`src/rtl/mbox_pkg.sv`:
```
// Shared register offsets, STATUS bit positions, FSM states and the latched bus-access record
// for the AVR mailbox responder.
package mbox_pkg;

    localparam logic [1:0] REG_STATUS  = 2'd0;
    localparam logic [1:0] REG_RXDATA  = 2'd1;
    localparam logic [1:0] REG_TXDATA  = 2'd2;
    localparam logic [1:0] REG_RXCOUNT = 2'd3;

    localparam int STB_RX_NONEMPTY = 0;
    localparam int STB_TX_FULL     = 1;
    localparam int STB_TX_OVF      = 2;
    localparam int STB_TX_EMPTY    = 3;
    localparam int STB_FLUSH       = 7;

    typedef enum logic [1:0] {ST_IDLE, ST_WAIT, ST_DONE} state_t;

    typedef struct packed {
        logic       wr;
        logic [1:0] addr;
        logic [7:0] wdat;
    } acc_t;

    function automatic logic [7:0] sat8(input logic [31:0] v);
        return (v > 32'd255) ? 8'hFF : v[7:0];
    endfunction

endpackage

```
`src/rtl/mbox_fifo.sv`:
```
// Sync FIFO with show-ahead head; push/pop/flush commit on the clock edge (no output latency).
// A push while full succeeds only alongside a pop; flush overrides both.
module mbox_fifo #(
    parameter int DEPTH = 16,
    parameter int W     = 8
) (
    input  logic                   clk,
    input  logic                   rst,
    input  logic                   push,
    input  logic [W-1:0]           push_dat,
    input  logic                   pop,
    input  logic                   flush,
    output logic [W-1:0]           head,
    output logic                   full,
    output logic                   empty,
    output logic [$clog2(DEPTH):0] count
);

    localparam int AW = $clog2(DEPTH);
    localparam logic [AW:0] FULL_CNT = (AW + 1)'(DEPTH);

    logic [W-1:0]  mem_q [DEPTH];
    logic [AW-1:0] rd_ptr_q;
    logic [AW-1:0] wr_ptr_q;
    logic [AW:0]   count_q;
    logic          do_push;
    logic          do_pop;

    assign full    = (count_q == FULL_CNT);
    assign empty   = (count_q == '0);
    assign do_pop  = pop & ~empty & ~flush;
    assign do_push = push & (~full | pop) & ~flush;
    assign head    = mem_q[rd_ptr_q];
    assign count   = count_q;

    always_ff @(posedge clk) begin
        if (do_push) begin
            mem_q[wr_ptr_q] <= push_dat;
        end
    end

    always_ff @(posedge clk or posedge rst) begin
        if (rst) begin
            rd_ptr_q <= '0;
            wr_ptr_q <= '0;
            count_q  <= '0;
        end else if (flush) begin
            rd_ptr_q <= '0;
            wr_ptr_q <= '0;
            count_q  <= '0;
        end else begin
            if (do_push) begin
                wr_ptr_q <= wr_ptr_q + 1'b1;
            end
            if (do_pop) begin
                rd_ptr_q <= rd_ptr_q + 1'b1;
            end
            case ({do_push, do_pop})
                2'b10:   count_q <= count_q + 1'b1;
                2'b01:   count_q <= count_q - 1'b1;
                default: count_q <= count_q;
            endcase
        end
    end

endmodule

```
`src/rtl/avr_mbox_slave.sv`:
```
// AVR SRAM-bus responder for an RX/TX byte mailbox; each access stalls WAIT_STATES cycles (WAIT_STATES+1 total).
// Fabric RX backpressured via rx_ready; MBOX_IRQ_EN makes offset 3 a writable IRQ_EN driving a registered irq.
module avr_mbox_slave
    import mbox_pkg::*;
#(
    parameter int FIFO_DEPTH  = 16,
    parameter int WAIT_STATES = 1
) (
    input  logic        clk,
    input  logic        rst,
    input  logic [15:0] sram_a,
    input  logic [7:0]  sram_d_out,
    output logic [7:0]  sram_d_in,
    input  logic        sram_cs,
    input  logic        sram_oe,
    input  logic        sram_we,
    output logic        sram_wait,
    input  logic [7:0]  rx_data,
    input  logic        rx_valid,
    output logic        rx_ready,
    output logic [7:0]  tx_data,
    output logic        tx_valid,
    input  logic        tx_ready,
    output logic        irq
);

    localparam int CW = $clog2(FIFO_DEPTH) + 1;

    state_t        state_q;
    logic [7:0]    ctr_q;
    acc_t          acc_q;
    acc_t          acc_d;
    logic [7:0]    rd_q;
    logic [7:0]    rd_mux;
    logic [7:0]    status;
    logic          access;
    logic          done;
    logic          rx_full, rx_empty, tx_full, tx_empty;
    logic [CW-1:0] rx_count, tx_count;
    logic [7:0]    rx_head;
    logic          avr_rd_rx, avr_wr_tx, wr_status, flush;
    logic          rx_pop_eff, ovf_set, tx_ovf_q;
    logic          unused_ok;

    assign unused_ok = ^{sram_a[15:2], tx_count};

    assign access = sram_cs & (sram_oe | sram_we);
    assign acc_d  = '{wr: sram_we, addr: sram_a[1:0], wdat: sram_d_out};
    assign done   = (state_q == ST_DONE);

    // Stall starts combinationally on the first access cycle; reset drops it without waiting for a clock.
    assign sram_wait = ~rst & (((state_q == ST_IDLE) & access) | (state_q == ST_WAIT));
    assign sram_d_in = rd_q;

    always_comb begin
        status                  = '0;
        status[STB_RX_NONEMPTY] = ~rx_empty;
        status[STB_TX_FULL]     = tx_full;
        status[STB_TX_OVF]      = tx_ovf_q;
        status[STB_TX_EMPTY]    = tx_empty;
    end

    always_comb begin
        rd_mux = 8'h00;
        case (sram_a[1:0])
            REG_STATUS:  rd_mux = status;
            REG_RXDATA:  rd_mux = rx_empty ? 8'h00 : rx_head;
            REG_RXCOUNT: rd_mux = sat8(32'(rx_count));
            default:     rd_mux = 8'h00;
        endcase
    end

    always_ff @(posedge clk or posedge rst) begin
        if (rst) begin
            state_q <= ST_IDLE;
            ctr_q   <= '0;
            acc_q   <= '0;
            rd_q    <= '0;
        end else begin
            case (state_q)
                ST_IDLE: begin
                    if (access) begin
                        acc_q <= acc_d;
                        ctr_q <= 8'd1;
                        if (!sram_we) begin
                            rd_q <= rd_mux;
                        end
                        state_q <= (WAIT_STATES == 1) ? ST_DONE : ST_WAIT;
                    end
                end
                ST_WAIT: begin
                    ctr_q <= ctr_q + 8'd1;
                    if (ctr_q + 8'd1 == 8'(WAIT_STATES)) begin
                        state_q <= ST_DONE;
                    end
                end
                default: state_q <= ST_IDLE;
            endcase
        end
    end

    // Side effects fire only in the single DONE cycle of an access.
    assign avr_rd_rx  = done & ~acc_q.wr & (acc_q.addr == REG_RXDATA);
    assign avr_wr_tx  = done &  acc_q.wr & (acc_q.addr == REG_TXDATA);
    assign wr_status  = done &  acc_q.wr & (acc_q.addr == REG_STATUS);
    assign flush      = wr_status & acc_q.wdat[STB_FLUSH];
    assign rx_pop_eff = avr_rd_rx & ~rx_empty;

    // A same-cycle AVR pop frees a slot, so a full RX still accepts the fabric byte.
    assign rx_ready = (~rx_full | rx_pop_eff) & ~flush;
    assign tx_valid = ~tx_empty;
    assign ovf_set  = avr_wr_tx & tx_full & ~tx_ready;

    always_ff @(posedge clk or posedge rst) begin
        if (rst) begin
            tx_ovf_q <= 1'b0;
        end else if (wr_status & acc_q.wdat[STB_TX_OVF]) begin
            tx_ovf_q <= 1'b0;
        end else if (ovf_set) begin
            tx_ovf_q <= 1'b1;
        end
    end

    mbox_fifo #(.DEPTH(FIFO_DEPTH), .W(8)) u_rx_fifo (
        .clk      (clk),
        .rst      (rst),
        .push     (rx_valid & rx_ready),
        .push_dat (rx_data),
        .pop      (avr_rd_rx),
        .flush    (flush),
        .head     (rx_head),
        .full     (rx_full),
        .empty    (rx_empty),
        .count    (rx_count)
    );

    mbox_fifo #(.DEPTH(FIFO_DEPTH), .W(8)) u_tx_fifo (
        .clk      (clk),
        .rst      (rst),
        .push     (avr_wr_tx),
        .push_dat (acc_q.wdat),
        .pop      (tx_ready),
        .flush    (flush),
        .head     (tx_data),
        .full     (tx_full),
        .empty    (tx_empty),
        .count    (tx_count)
    );

`ifdef MBOX_IRQ_EN
    logic [1:0] irq_en_q;
    logic       irq_q;

    always_ff @(posedge clk or posedge rst) begin
        if (rst) begin
            irq_en_q <= '0;
            irq_q    <= 1'b0;
        end else begin
            if (done & acc_q.wr & (acc_q.addr == REG_RXCOUNT)) begin
                irq_en_q <= acc_q.wdat[1:0];
            end
            irq_q <= |(irq_en_q & {tx_empty, ~rx_empty});
        end
    end

    assign irq = irq_q;
`else
    assign irq = 1'b0;
`endif

endmodule

```
`config.mk`:
```
export PLATFORM = sky130hd
export DESIGN_NAME = avr_mbox_slave
export DESIGN_NICKNAME = d
export VERILOG_FILES = /design/src/rtl/mbox_pkg.sv /design/src/rtl/mbox_fifo.sv /design/src/rtl/avr_mbox_slave.sv
export SDC_FILE = /design/constraint.sdc
export NUM_CORES = 1
export LEC_CHECK = 0
export ABC_CLOCK_PERIOD_IN_PS = 6600
export CAP_MARGIN = 20
export CORE_ASPECT_RATIO = 0.5
export CORE_MARGIN = 1.5
export CORE_UTILIZATION = 60
export DETAILED_ROUTE_END_ITERATION = 7
export PLACE_DENSITY = 0.77
export SYNTH_ARGS = -nofsm -noshare
export SYNTH_HDL_FRONTEND = slang
export SYNTH_HIERARCHICAL = 1
export SYNTH_SLANG_ARGS = --single-unit
```
`constraint.sdc`:
```
create_clock -name clk -period 6.6 [get_ports clk]
set_input_delay 0.66 -clock clk [delete_from_list [all_inputs] [get_ports clk]]
set_output_delay 0.66 -clock clk [all_outputs]
set_load 0.02 [all_outputs]
```
## After elaboration in Yosys (flattened, before gate mapping)

Memories as Yosys holds them, arrays and structs flattened.
Index checks and enable logic that the tools add are counted.

| word-level totals | value |
|---|---|
| output and inout bits | 20 |
| register bits | 56 |
| latch bits | 0 |
| bits in read-only memories | 0 |
| bits of input ports | 39 |
| memories kept | 2 |
| memory bits (writable) | 256 |
| word-level logic and storage cells | 117 |

Memory list:

| name | depth | bits a word | read ports | clocked after Yosys merged registers in | wr ports | RTL line | text |
|---|---|---|---|---|---|---|---|
| u_rx_fifo.mem_q | 16 | 8 | 1 | 0 | 1 | mbox_fifo.sv:22 | `logic [W-1:0] mem_q [DEPTH];` |
| u_tx_fifo.mem_q | 16 | 8 | 1 | 0 | 1 | mbox_fifo.sv:22 |  |

| operators by class | value |
|---|---|
| reductions and logical operators | 17 |
| $mul | 0 |
| divide/modulo/power cells | 0 |
| eq/ne operators | 15 |
| $add $sub $neg | 9 |
| bitwise logic cells | 36 |
| muxes and demuxes | 25 |
| $lt $le $gt $ge | 0 |
| shift-type cells | 0 |

Operators by type and width:

| cell | count |
|---|---|
| 4-bit 2-to-1 mux | 8 |
| 8-bit case mux with 3 select lines | 1 |
| 1-bit AND | 22 |
| 5-bit case mux with 2 select lines | 2 |
| 4-bit by 1-bit adder with 4-bit output (second input constant) | 4 |
| 8-bit 2-to-1 mux | 2 |
| 8-bit case mux with 2 select lines | 1 |
| 2-bit nonzero test | 6 |
| 5-bit by 1-bit adder with 5-bit output (second input constant) | 2 |
| 2-bit by 1-bit equality test with 1-bit output (second input constant) | 5 |
| 2-bit equality test (second input constant) | 5 |
| 5-bit equality test (second input constant) | 2 |
| 5-bit logical NOT | 2 |
| 5-bit 2-to-1 mux | 2 |
| 5-bit by 1-bit subtractor with 5-bit output (second input constant) | 2 |
| 1-bit NOT | 9 |
| 8-bit by 1-bit adder with 8-bit output (second input constant) | 1 |
| 8-bit by 1-bit equality test with 1-bit output (second input constant) | 1 |
| 2-bit logical NOT | 3 |
| 1-bit 2-to-1 mux | 6 |
| 2-bit AND reduction | 3 |
| 3-bit nonzero test | 2 |
| 1-bit bitwise OR | 5 |
| 2-bit 2-to-1 mux | 2 |
| other kinds (4) | 4 |

## Depth between registers and ports, before layout

| depth | value |
|---|---|
| depth after elaboration | 12 |
| gate-level depth with buffers | 13 |
| gate-level depth less buffers | 12 |

## Hierarchy

Netlist, hierarchy kept.

Modules (own cells, without submodules):

| module | sequential area each (µm²) | cells each | instances | area an instance (µm²) |
|---|---|---|---|---|
| mbox_fifo | 4169.0 | 320 | 2 | 5805.6 |
| avr_mbox_slave | 525.5 | 83 | 1 | 1026.0 |

## Worst setup path before layout

OpenSTA, ideal clock, no wires.

| timing | value |
|---|---|
| kind | flip-flop to flip-flop |
| start | register u_rx_fifo.count_q[0], in the netlist u_rx_fifo/count[0] |
| end | register u_rx_fifo.count_q[4], in the netlist u_rx_fifo/count[4] |
| clock period less this slack | 3.355 ns |
| buffers on the path | 1 |
| data required time | 6.518 ns |
| slack | 3.245 ns |
| arrival | 3.272 ns |
| library setup time | 0.082 ns |
| cell stages (with the launch flop) | 13 |
| cell sequence | dfrtp_1 or4_1 buf_2 nor2_1 inv_1 a21boi_0 nor3b_1 or3_1 fa_1 nand2b_1 a211o_1 o22a_1 a31oi_1 |

| between the ends | value |
|---|---|
| word-level cells in the longest chain between the ends | 11 |
| elaborated cells on any way between the ends | 19 |
| classes of those cells | 2 x add/sub; 3 x eq/ne; 2 x mux; 10 x bitwise; 2 x reduce/logical |

RTL lines:

| what | RTL line | text |
|---|---|---|
| start, declared | mbox_fifo.sv:25 | `logic [AW:0] count_q;` |
| start signal, assigned | mbox_fifo.sv:59 | `2'b10: count_q <= count_q + 1'b1;` |
| start signal, assigned | mbox_fifo.sv:60 | `2'b01: count_q <= count_q - 1'b1;` |
| start signal, assigned | mbox_fifo.sv:61 | `default: count_q <= count_q;` |
| 5-bit logical NOT (*) | mbox_fifo.sv:30 | `assign empty = (count_q == '0);` |
| named net rx_empty | avr_mbox_slave.sv:38 | `logic rx_full, rx_empty, tx_full, tx_empty;` |
| 1-bit NOT (*) | mbox_fifo.sv:31, avr_mbox_slave.sv:107 |  |
| 1-bit AND (*) | mbox_fifo.sv:31, avr_mbox_slave.sv:107 |  |
| 1-bit bitwise OR | avr_mbox_slave.sv:110 | `assign rx_ready = (~rx_full \| rx_pop_eff) & ~flush;` |
| 1-bit AND | avr_mbox_slave.sv:110 |  |
| 1-bit AND | avr_mbox_slave.sv:127 | `.push (rx_valid & rx_ready),` |
| 1-bit AND (2 in a row) | mbox_fifo.sv:32 | `assign do_push = push & (~full \| pop) & ~flush;` |
| 2-bit by 1-bit equality test with 1-bit output / 2-bit equality test (equally long branches) | mbox_fifo.sv:58 | `case ({do_push, do_pop})` |
| 5-bit case mux with 2 select lines | mbox_fifo.sv:58 |  |
| 5-bit 2-to-1 mux | mbox_fifo.sv:47 | `end else if (flush) begin` |

The timed path passes the listed nets; every way through them passes the cells marked *.
A chain may end at the register's enable or synchronous reset.

## Worst setup path after layout

Same ends and word-level chain as after synthesis.

==> reports/results.ini <==
[synth]
ys_top_cells_by_area = edfxtp_1 61%, mux4_2 11%, dfrtp_1 9.3%
syn_area_um2 = 12600
synth.top_cell.area_share_pct = 60.8
avgSynthCellArea_um2 = 17.5
synth_nets = 780
ys.flop_type = edfxtp_1
ys_types = 55
netlist_instances = 723
ys_seq_elements = 303
yosysTopAreaCell = edfxtp_1
async_flop_share_pct = 15.5
ys_seq_area_share_pct = 70.1
ys_warn_count = 6
synth_edf_count = 256

[worst_setup_path]
cp.required_ps = 7040
cp_max_fo = 8
arrival_ps = 4280
timing.rr.end = u_rx_fifo/count[4]
r2r-start = u_rx_fifo/count[0]
crit_type = reg2reg
rrSetupSlack_ps = 2750
start_kind = flip-flop
reg2reg_depth = 12
cp-end-kind = flip-flop

[sta]
setup_viol = 0
tns_ps = 0
max_freq_ghz = 0.260
max-slew-margin-rel_pct = 38.6
worst_clock_skew_ps = 9.37
final_hold_viol_count = 0
rsz0062_at_grt = no
finalCritPeriodShare_pct = 58.3
slew_viol_final = 0
fin_crit_ps = 3850
worst_pin_slew_ps = 918

[detailed_routing]
wl_per_cell_um = 22.8
drt_pass1_iterations = 4
remaining_drc_errors = 0
via_count = 6602
drt_iter0_drc = 492
viasPerCell = 6.24
detail-route-antenna-nets = 0
wl_mm = 24.1

[placement]
globalplace.congestion = 0.783
dp_cells = 1010
hpwl_mm = 14.7
port_buffers = 43

[power]
p_sw_share_pct = 29.6
powerDensity_nw_per_um2 = 392
vdd_drop_max_v = 0.000297
power_leakage_nw = 4.78
p_switching_mw = 1.65
seqPwrFrac_pct = 44.7
pwr-share-clk_pct = 28.4
comb_power_share_pct = 27.0
internal-power_mw = 3.91

[grt]
grt_util_all_layers_pct = 22.9
grt_max_degree = 43
grt_overflow_total = 0
antenna_found_initial = 0
grt_pass1_vias = 6653
grt_pass1_wl_mm = 38.0

[floorplanning]
die_w_um = 208
rows = 37
die_area_um2 = 22000
start_util_pct = 61.3
die_h_um = 106
io_pins = 59
core_um2 = 20600

[hold_path]
hp-class = reg2reg
worst_hold_startpoint = sram_d_in[4]
hold-path-endpoint = sram_d_in[4]
hold_depth = 2

[final_layout]
ff_latch_area_um2 = 8870
multiInputGateArea_um2 = 3530
stdcell_count = 1058
area_delta_synth_final_pct = 12.2
drive_above_1_share_pct = 17.1
nets = 822
diodes = 0
fill_cells = 1289

[clock_tree]
post_cts_resized = 0
post-cts-setup-buffer-count = 0
htreeDepth = 1
cts_tree = yes
clock_latency_ps = 520
clk_pin_slew_ps = 70
hold_buffers = 0
cts_sinks = 303
root_buffer = clkbuf_16
cts_buffer_depth = 3
cts-buffers-inserted = 26

[job]
max_cap_violations = 0

[run_status]
status = finished clean

==> Yosys cell counts (3+ instances only) <==
cell type,n
edfxtp_1,256
nor2_1,69
mux4_2,64
dfrtp_1,47
a22oi_1,36
nand2_1,27
inv_1,19
clkbuf_1,16
ha_1,16
nand2b_1,15
mux2i_1,12
buf_2,11
mux2_2,10
nor3b_1,8
o21ai_0,8
xor2_1,8
nor2b_1,7
a21oi_1,6
o211ai_1,6
or3_1,6
buf_1,4
nand3b_1,4
nor3_1,4
o21bai_1,4
xnor2_1,4
a211oi_1,3
a22o_1,3
a31oi_1,3
and2_1,3
o22a_1,3
o31ai_1,3
==> worst max-delay path, stage by stage (launching register included) <==
cell	delay, ps
dfrtp_1	460
or4_1	720
nor2_1	360
inv_1	70
a21boi_0	230
nor3b_1	80
buf_4	200
or3_1	400
fa_1	430
nand2b_1	200
a211o_1	280
o22a_1	200
a31oi_1	130
==> layer usage <==
| layer | wire length [um] | GRT usage [%] | up-vias |
|---|---|---|---|
| li1 | - | - | 2933 |
| met2 | 12100 | 38.7 | 208 |
| met5 | 0 | 0 | - |
| met1 | 10300 | 32.4 | 3427 |
| met4 | 437 | 5.06 | 0 |
| met3 | 1270 | 3.10 | 34 |
==> placed cells by master (no fill, tap or decap), types with 5 or more instances in the layout <==
cell type / count
nand2b_1: 15
xor2_1: 8
or3_1: 6
edfxtp_1: 256
clkinv_1: 6
o211ai_1: 6
o21ai_0: 8
nand2_1: 27
ha_1: 16
mux2_2: 10
buf_4: 6
a22oi_1: 36
nor2b_1: 7
inv_1: 19
nor3b_1: 8
clkbuf_1: 5
dfrtp_1: 45
nor2_1: 69
mux2i_1: 12
clkbuf_16: 27
a21oi_1: 6
mux4_2: 64
clkdlybuf4s50_1: 43
==> power by group through the flow <==
| stage | logic [mW] | registers (mW) | clock network, mW |
|---|---|---|---|
| after floorplan | 1.11 | 2.46 | 0 |
| after global placement | 1.44 | 2.50 | 0 |
| after detailed placement | 1.49 | 2.52 | 0 |
| after CTS | 1.50 | 2.48 | 1.61 |
| after global routing | 1.63 | 2.51 | 1.68 |
| final | 1.50 | 2.48 | 1.58 |
==> flip-flops by register name, indices dropped and copies added (netlist names) <==
register	flops
state_q	1
u_tx_fifo/rd_ptr_q	4
sram_d_in	8
tx_ovf_q	1
u_tx_fifo/count	5
u_rx_fifo/wr_ptr_q	4
u_rx_fifo/mem_q	128
u_tx_fifo/mem_q	128
u_tx_fifo/wr_ptr_q	4
acc_q	11
u_rx_fifo/rd_ptr_q	4
u_rx_fifo/count	5
==> area by class of cell <==
type	instances	area share, %
timing repair buffer	49	3.35
sequential	303	62.5
clock buffer	32	4.90
tap	273	2.41
inverter	19	0.503
multi-input combinational	366	24.9
clock inverter	16	1.35
==> cell families (layout without fill, tap and decap cells) <==
group | Yosys count | after routing | synth area share (%)
multiplexers | 86 | 86 | 13.2
buffers and inverters | 54 | 116 | 1.89
AO/OA/AOI/OAI | 85 | 85 | 5.14
other | 1 | 1 | 0.0297
adder cells (fa/ha/maj) | 18 | 18 | 1.90
flip-flops | 303 | 303 | 70.1
XOR/XNOR | 12 | 12 | 0.832
AND/OR/NAND/NOR | 164 | 164 | 6.82
==> stage by stage <==
step	hold WS, ps	worst slack, ps	util (%)	power, mW	cell area (um2)
final	500	2750	68.8	5.56	14200
after global routing	538	2620	68.8	5.82	14200
after global placement	468	2880	64.5	3.95	13300
after detailed placement	481	2810	64.5	4.01	13300
after floorplan	470	3250	-	3.57	12600
after CTS	497	2790	68.8	5.59	14200
==> worst max path at each step <==
stage	end	from	slack, ps
final	u_rx_fifo/count[4]	u_rx_fifo/count[0]	2750
after global routing	u_rx_fifo/count[4]	u_rx_fifo/count[0]	2620
after global placement	u_rx_fifo/count[4]	u_rx_fifo/count[0]	2880
after floorplan	u_rx_fifo/count[4]	u_rx_fifo/count[0]	3250
after detailed placement	u_rx_fifo/count[4]	u_rx_fifo/count[0]	2810
after CTS	u_rx_fifo/count[4]	u_rx_fifo/count[0]	2790
Power figures use the tool's default switching activity.
